**src/rtl/csd2bin_seq_pkg.sv**
```systemverilog
// Shared CSD digit codes, digit record and converter FSM encodings.
// Latency: none (types and constants only).
// Backpressure: not applicable.
package csd_pkg;

  localparam logic [1:0] CSD_POS  = 2'b10;
  localparam logic [1:0] CSD_NEG  = 2'b01;
  localparam logic [1:0] CSD_ZERO = 2'b00;
  localparam logic [1:0] CSD_INV  = 2'b11;

  typedef enum logic [1:0] {
    S_IDLE = 2'd0,
    S_CONV = 2'd1,
    S_DONE = 2'd2
  } state_t;

  // One CSD digit as carried on the bus: value is p - n.
  typedef struct packed {
    logic p;
    logic n;
  } csd_digit_t;

  function automatic logic digit_nonzero(input csd_digit_t d);
    return (d == CSD_POS) || (d == CSD_NEG);
  endfunction

endpackage

```
**src/rtl/csd2bin_seq_if.sv**
```systemverilog
// Word-in / result-out handshake bundle for the CSD to binary converter.
// Latency: none (wiring only).
// Backpressure: valid/ready on both sides.
interface csd2bin_seq_if #(
  parameter int W = 4
);

  logic             in_valid;
  logic             in_ready;
  logic             neg;
  logic [2*W-1:0]   a;
  logic             out_valid;
  logic             out_ready;
  logic [W:0]       y;
  logic             err;

  modport master (
    output in_valid, neg, a, out_ready,
    input  in_ready, out_valid, y, err
  );

  modport slave (
    input  in_valid, neg, a, out_ready,
    output in_ready, out_valid, y, err
  );

endinterface

```
**src/rtl/csd2bin_seq_digit_sub.sv**
```systemverilog
// Single CSD digit subtractor: d = p - n - bin, emits d mod 2 and borrow (d < 0).
// Latency: combinational.
// Backpressure: none.
module csd_digit_sub (
  input  logic p,
  input  logic n,
  input  logic bin,
  output logic y_bit,
  output logic bout
);

  assign y_bit = p ^ n ^ bin;
  // d ranges -2..1; it goes negative unless p covers every subtracted unit.
  assign bout  = (~p & (n | bin)) | (n & bin);

endmodule

```
**src/rtl/csd2bin_seq.sv**
```systemverilog
// CSD to two's complement converter, one digit per cycle LSD first; optional CSD2BIN_CHECK_EN canonicity flag.
// Latency: out_valid rises W edges after acceptance; new word every W+2 cycles minimum.
// Backpressure: result and err held in DONE until out_ready; in_ready low outside IDLE.
module csd2bin_seq
  import csd_pkg::*;
#(
  parameter int W = 4
) (
  input  logic           clk,
  input  logic           rst,
  csd2bin_seq_if.slave   bus
);

  localparam int CNT_W = $clog2(W);

  state_t                 state_q, state_d;
  csd_digit_t [W-1:0]     a_q;
  logic                   neg_q;
  logic [CNT_W-1:0]       cnt_q;
  logic                   borrow_q;
  logic [W-1:0]           acc_q;
  logic [W:0]             y_q;

  logic                   accept;
  logic                   step;
  logic                   last;
  csd_digit_t             cur;
  logic                   y_bit;
  logic                   bout;
  logic [W:0]             res;
  logic [W:0]             res_fin;

  assign cur  = a_q[cnt_q];
  assign last = (cnt_q == CNT_W'(W - 1));

  csd_digit_sub u_sub (
    .p     (cur.p),
    .n     (cur.n),
    .bin   (borrow_q),
    .y_bit (y_bit),
    .bout  (bout)
  );

  // Final digit folds in directly so the result lands in y on the DONE entry edge.
  always_comb begin
    res     = {bout, y_bit, acc_q[W-2:0]};
    res_fin = neg_q ? (~res + (W+1)'(1)) : res;
  end

  always_ff @(posedge clk) begin
    if (rst) state_q <= S_IDLE;
    else     state_q <= state_d;
  end

  always_comb begin
    state_d       = state_q;
    accept        = 1'b0;
    step          = 1'b0;
    bus.in_ready  = 1'b0;
    bus.out_valid = 1'b0;
    case (state_q)
      S_IDLE: begin
        bus.in_ready = 1'b1;
        if (bus.in_valid) begin
          accept  = 1'b1;
          state_d = S_CONV;
        end
      end
      S_CONV: begin
        step = 1'b1;
        if (last) state_d = S_DONE;
      end
      S_DONE: begin
        bus.out_valid = 1'b1;
        if (bus.out_ready) state_d = S_IDLE;
      end
      default: state_d = S_IDLE;
    endcase
  end

  always_ff @(posedge clk) begin
    if (rst) begin
      a_q      <= '0;
      neg_q    <= 1'b0;
      cnt_q    <= '0;
      borrow_q <= 1'b0;
      acc_q    <= '0;
      y_q      <= '0;
    end else begin
      if (accept) begin
        a_q      <= bus.a;
        neg_q    <= bus.neg;
        cnt_q    <= '0;
        borrow_q <= 1'b0;
        acc_q    <= '0;
      end
      if (step) begin
        acc_q[cnt_q] <= y_bit;
        borrow_q     <= bout;
        if (last) y_q   <= res_fin;
        else      cnt_q <= cnt_q + CNT_W'(1);
      end
    end
  end

  assign bus.y = y_q;

`ifdef CSD2BIN_CHECK_EN
  logic err_acc_q;
  logic prev_nz_q;
  logic err_q;
  logic err_now;

  assign err_now = err_acc_q | (cur == CSD_INV) | (prev_nz_q & digit_nonzero(cur));

  always_ff @(posedge clk) begin
    if (rst) begin
      err_acc_q <= 1'b0;
      prev_nz_q <= 1'b0;
      err_q     <= 1'b0;
    end else begin
      if (accept) begin
        err_acc_q <= 1'b0;
        prev_nz_q <= 1'b0;
      end
      if (step) begin
        err_acc_q <= err_now;
        prev_nz_q <= digit_nonzero(cur);
        if (last) err_q <= err_now;
      end
    end
  end

  assign bus.err = err_q;
`else
  assign bus.err = 1'b0;
`endif

endmodule
```
**src/flat_wrapper.sv**
```systemverilog
// flat-port wrapper written by rule: the top's interface ports become plain ports
module csd2bin_seq_flat import csd_pkg::*;
#(
  parameter int W = 4
)
  (clk, rst, bus_in_valid, bus_neg, bus_a, bus_out_ready, bus_in_ready, bus_out_valid, bus_y, bus_err);
  csd2bin_seq_if #(.W(W)) bus_i ();
  input  logic clk;
  input  logic rst;
  input wire logic [$bits(bus_i.in_valid)-1:0] bus_in_valid;
  input wire logic [$bits(bus_i.neg)-1:0] bus_neg;
  input wire logic [$bits(bus_i.a)-1:0] bus_a;
  input wire logic [$bits(bus_i.out_ready)-1:0] bus_out_ready;
  output wire logic [$bits(bus_i.in_ready)-1:0] bus_in_ready;
  output wire logic [$bits(bus_i.out_valid)-1:0] bus_out_valid;
  output wire logic [$bits(bus_i.y)-1:0] bus_y;
  output wire logic [$bits(bus_i.err)-1:0] bus_err;
  assign bus_i.in_valid = bus_in_valid;
  assign bus_i.neg = bus_neg;
  assign bus_i.a = bus_a;
  assign bus_i.out_ready = bus_out_ready;
  assign bus_in_ready = bus_i.in_ready;
  assign bus_out_valid = bus_i.out_valid;
  assign bus_y = bus_i.y;
  assign bus_err = bus_i.err;
  csd2bin_seq #(.W(W)) u_core (.clk(clk), .rst(rst), .bus(bus_i));
endmodule
```
**config.mk**
```make
export PLATFORM = sky130hd
export DESIGN_NAME = csd2bin_seq_flat
export DESIGN_NICKNAME = d
export VERILOG_FILES = /design/src/rtl/csd2bin_seq_pkg.sv /design/src/rtl/csd2bin_seq_if.sv /design/src/rtl/csd2bin_seq_digit_sub.sv /design/src/rtl/csd2bin_seq.sv /design/src/flat_wrapper.sv
export SDC_FILE = /design/constraint.sdc
export NUM_CORES = 1
export LEC_CHECK = 0
export CAP_MARGIN = 20
export CORE_MARGIN = 4
export CORE_UTILIZATION = 50
export CTS_CLUSTER_DIAMETER = 30
export CTS_CLUSTER_SIZE = 14
export DETAILED_ROUTE_END_ITERATION = 8
export PLACE_DENSITY = 0.77
export SLEW_MARGIN = 15
export SYNTH_ARGS = -nofsm -noshare
export SYNTH_HDL_FRONTEND = slang
export SYNTH_SLANG_ARGS = --single-unit
```
**constraint.sdc**
```tcl
create_clock -name clk -period 2.7 [get_ports clk]
set_input_delay 0.81 -clock clk [delete_from_list [all_inputs] [get_ports clk]]
set_output_delay 0.81 -clock clk [all_outputs]
set_load 0.005 [all_outputs]
```
==> reports/metrics.sh <==
DPL.HPWL_UM=1580
CLKLATENCYLATEPIN_NS=0.32
DRIVE_GT1_SHARE_PCT=6.38
UNREPAIRED_SETUP_ENDPOINTS_AFTER_GLOBAL_ROUTING='no'
POST_SYNTH.CELL_AREA_AVG_SQ_UM=9.01
LENGTH_OF_THE_FIRST_DETAILED_ROUTING_PASS_IN_ITERATIONS=4
PERIOD_SHARE_PCT=94.2
ROUTEDWLPERCELL_UM=13.9
NETLIST_AREA_SQ_UM=1130
DRV.MAX_CAP_VIOLATION_COUNT=0
MIN_PERIOD_NS=2.54
CTS.REPAIR.RESIZED=0
FP.DIEW_UM=55.5
YOSYS.CELL_COUNT.TOP_TYPE='sky130_fd_sc_hd__dfxtp_1'
MAX_SLEW.WORST_PIN.SLEW_NS=0.524
CRITPATHSLOWESTCELL='sky130_fd_sc_hd__dfxtp_1'
GRT_PASS1_VIAS=893
ROUTED_WL_UM=2340
CLOCKBUFFERDEPTH=2
WORST_EP_ARRIVAL_TIME_NS=1.73
LARGEST_CELLS_BY_AREA_AFTER_SYNTHESIS='sky130_fd_sc_hd__dfxtp_1 39%, sky130_fd_sc_hd__nand2_1 6.7%, sky130_fd_sc_hd__a21oi_1 6.2%'
ANTENNA_CELLS_INSERTED=0
PLACEABLECOREAREA_SQ_UM=2040
CP-STARTPOINT='u_core.state_q[1]$_SDFFE_PP0P_'
SEQCELLAREA_SQ_UM=440
WORST_R2R_STARTPOINT='u_core.cnt_q[0]$_SDFF_PP0_'
MAX_STAGE_DELAY_NS=0.66
YOSYS.CELL_TYPES.COUNT=32
FINALSETUPTNS_NS=0
FLOORPLAN.IO_PINS=21
DESIGN.FINAL.NETS=161
GP_CONGESTION=0.783
CTS.HTREE.LEVELS=1
POWER.STATIC_LEAKAGE_uW=0.000477
DETAIL-ROUTE-ANTENNA-NETS=0
SLEW-LIMIT-HEADROOM_PCT=65.0
BUFFER_COUNT_FROM_POST_CTS_SETUP_FIXING=0
TIMING.CRITICAL_PATH.FROM_TYPE='flip-flop'
TOTALPOWERFINAL_uW=699
DIE_H_UM=55.5
POWER.IR.VDD_WORST_mV=0.315
SYNTH_LARGEST_AREA_CELL='sky130_fd_sc_hd__dfxtp_1'
DIE_AREA_SQ_UM=3080
NUMCTSBUFFERS=3
CRITICAL_PATH_CLASS='reg2out'
ANTENNA_FOUND_INITIAL=0
WORST-PATH-MAX-FANOUT=16
POWER.DENSITY_CELL_AREA_nW_PER_UM2=514
REPORT.FINAL.SLEW_VIOL_COUNT=0
STATUS='complete, no violations'
SYNTH_CELLS=125
FINAL_COUNT_OF_NEGATIVE_SETUP_SLACK_ENDPOINTS=0
DRT_ITER0_DRC=16
CRITPATHCAPTURETYPE='output pin'
FINALHOLDVIOLCOUNT=0
POSTCTSHOLDBUFS=0
PLACEMENT.IO_BUFFERS=19
CTS_ROOT_BUFFER='sky130_fd_sc_hd__clkbuf_4'
TOTAL_VIAS_IN_THE_FINAL_ROUTE=894
TIMING.CRITICAL_PATH.CELLS='nor2b_1 > clkdlybuf4s50_1'
FILLER_CELL_COUNT=180
SYNTH_EDF_COUNT=0
GR-USAGE-ALL-LAYERS_PCT=17.2
YS_FF_LATCH=22
GRT_START_MAX_NET_PINS=24
CLOCK_INPUT_TRANSITION_AT_THE_SEQUENTIAL_CELLS_OF_THE_WORST_SETUP_AND_HOLD_PATHS_NS=0.13
CLOCK_SKEW_NS=0.00372
AREA_GROWTH_PCT=20.7
SYNTH-MAIN-FF-CELL='sky130_fd_sc_hd__dfxtp_1'
GLOBAL_ROUTE.OVERFLOW_TOTAL=0
HOLD_PATH.STARTPOINT='u_core.bus.y[0]$_SDFFE_PP0P_'
SYNTH_FP_NETS=144
ASYNCSETRESETFLOPFRACSYNTH_PCT=0
MAX_FREQ_MHz=393
TRITONCTS='built'
PLACEMENTROWS=16
CRITPATHREQUIREDTIME_NS=1.89
GRT_PASS1_WL_UM=4300
DRC=0
NUMCLOCKSINKS=22
AVGVIACOUNTPERCELL=5.32
MULTIINPUTGATEAREA_SQ_UM=612
SEQ_AREA_FRAC_SYNTH_PCT=39.1
SYNTHESIS.YOSYS.WARNINGS=0
REG2REG_SETUP_SLACK_NS=0.43
MOST_USED_STANDARD_CELLS_IN_THE_SYNTHESIZED_NETLIST='22 x sky130_fd_sc_hd__dfxtp_1, 20 x sky130_fd_sc_hd__nand2_1, 14 x sky130_fd_sc_hd__a21oi_1, 8 x sky130_fd_sc_hd__nand3b_1, 7 x sky130_fd_sc_hd__nor2_1'
SYNTH_LARGEST_TYPE_AREA_FRACTION_PCT=39.1
WORST_HOLD_SLACK_NS=0.465
EFFECTIVE_UTILIZATION_AT_FLOORPLAN_PCT=55.1
MIN_PATH_TYPE='reg2reg'
final timing paths:
path | depth (start not counted) | to
setup / recovery | 2 | bus_out_valid
hold reg to reg | 2 | u_core.bus.y[0]$_SDFFE_PP0P_
hold / removal | 2 | u_core.bus.y[0]$_SDFFE_PP0P_
setup reg to reg | 5 | u_core.bus.y[3]$_SDFFE_PP0P_
cell usage in the layout (no fill, tap or decap), types with 2 or more instances in the layout:
cell type	n
sky130_fd_sc_hd__inv_1	6
sky130_fd_sc_hd__mux2i_1	2
sky130_fd_sc_hd__nor2b_1	2
sky130_fd_sc_hd__nor4bb_1	3
sky130_fd_sc_hd__mux4_2	2
sky130_fd_sc_hd__or3b_1	2
sky130_fd_sc_hd__nand3b_1	8
sky130_fd_sc_hd__a21oi_1	14
sky130_fd_sc_hd__a31oi_1	3
sky130_fd_sc_hd__nand3_1	4
sky130_fd_sc_hd__clkbuf_4	3
sky130_fd_sc_hd__nand2b_1	2
sky130_fd_sc_hd__dfxtp_1	22
sky130_fd_sc_hd__nor2_1	7
sky130_fd_sc_hd__a211oi_1	3
sky130_fd_sc_hd__ha_1	5
sky130_fd_sc_hd__nand2_1	20
sky130_fd_sc_hd__clkdlybuf4s50_1	19
layout make-up:
cell class | count | area share [%]
inverter | 6 | 1.66
clock inverter | 1 | 2.21
multi-input combinational | 89 | 45.0
clock buffer | 3 | 1.66
tap | 27 | 2.49
timing repair buffer | 20 | 14.5
sequential | 22 | 32.4
through the flow:
stage / instance area, sq um / std cells / utilization [%] / setup WS, ns
floorplan: 1130 / 125 / - / 0.561
global placement: 1310 / 164 / 64.0 / 0.428
detailed placement: 1310 / 164 / 64.0 / 0.391
CTS: 1360 / 168 / 66.5 / 0.154
global route: 1360 / 168 / 66.5 / 0.00995
finish: 1360 / 168 / 66.5 / 0.155
worst max-delay path: cells and delay by family, from the launching register on:
kind                   cells  cell delay (ns)
buffers and inverters      1             0.53
DFF                        1             0.66
and+or+nand+nor            1             0.23
flip-flops by register name, indices dropped and copies added (netlist names):
register and count:
u_core.neg_q 1, u_core.acc_q 3, u_core.state_q 2, u_core.borrow_q 1, u_core.cnt_q 2, u_core.bus.y 5, u_core.a_q 8
cell families after synthesis:
kind of cell,Yosys count,synth area share [%]
and+or+nand+nor,56,29.4
AOI/OAI and AO/OA,21,10.7
buffers and inverters,14,6.56
adders and majority gates,6,7.33
xor gates and xnor gates,1,0.778
other,1,0.333
muxes,4,5.78
DFF,22,39.1
layer usage:
layer	global-route usage, %	wire length (um)	vias to the layer above
li1	-	-	466
met1	21.8	1030	399
met2	27.2	1150	22
met3	3.73	91	7
met4	9.03	70	0
met5	0	0	-
where the power goes:
part	switching, uW	internal [uW]
logic	40.3	48.5
clock network	107	150
registers	16.4	337
total	163	536
Power figures use the tool's default switching activity.
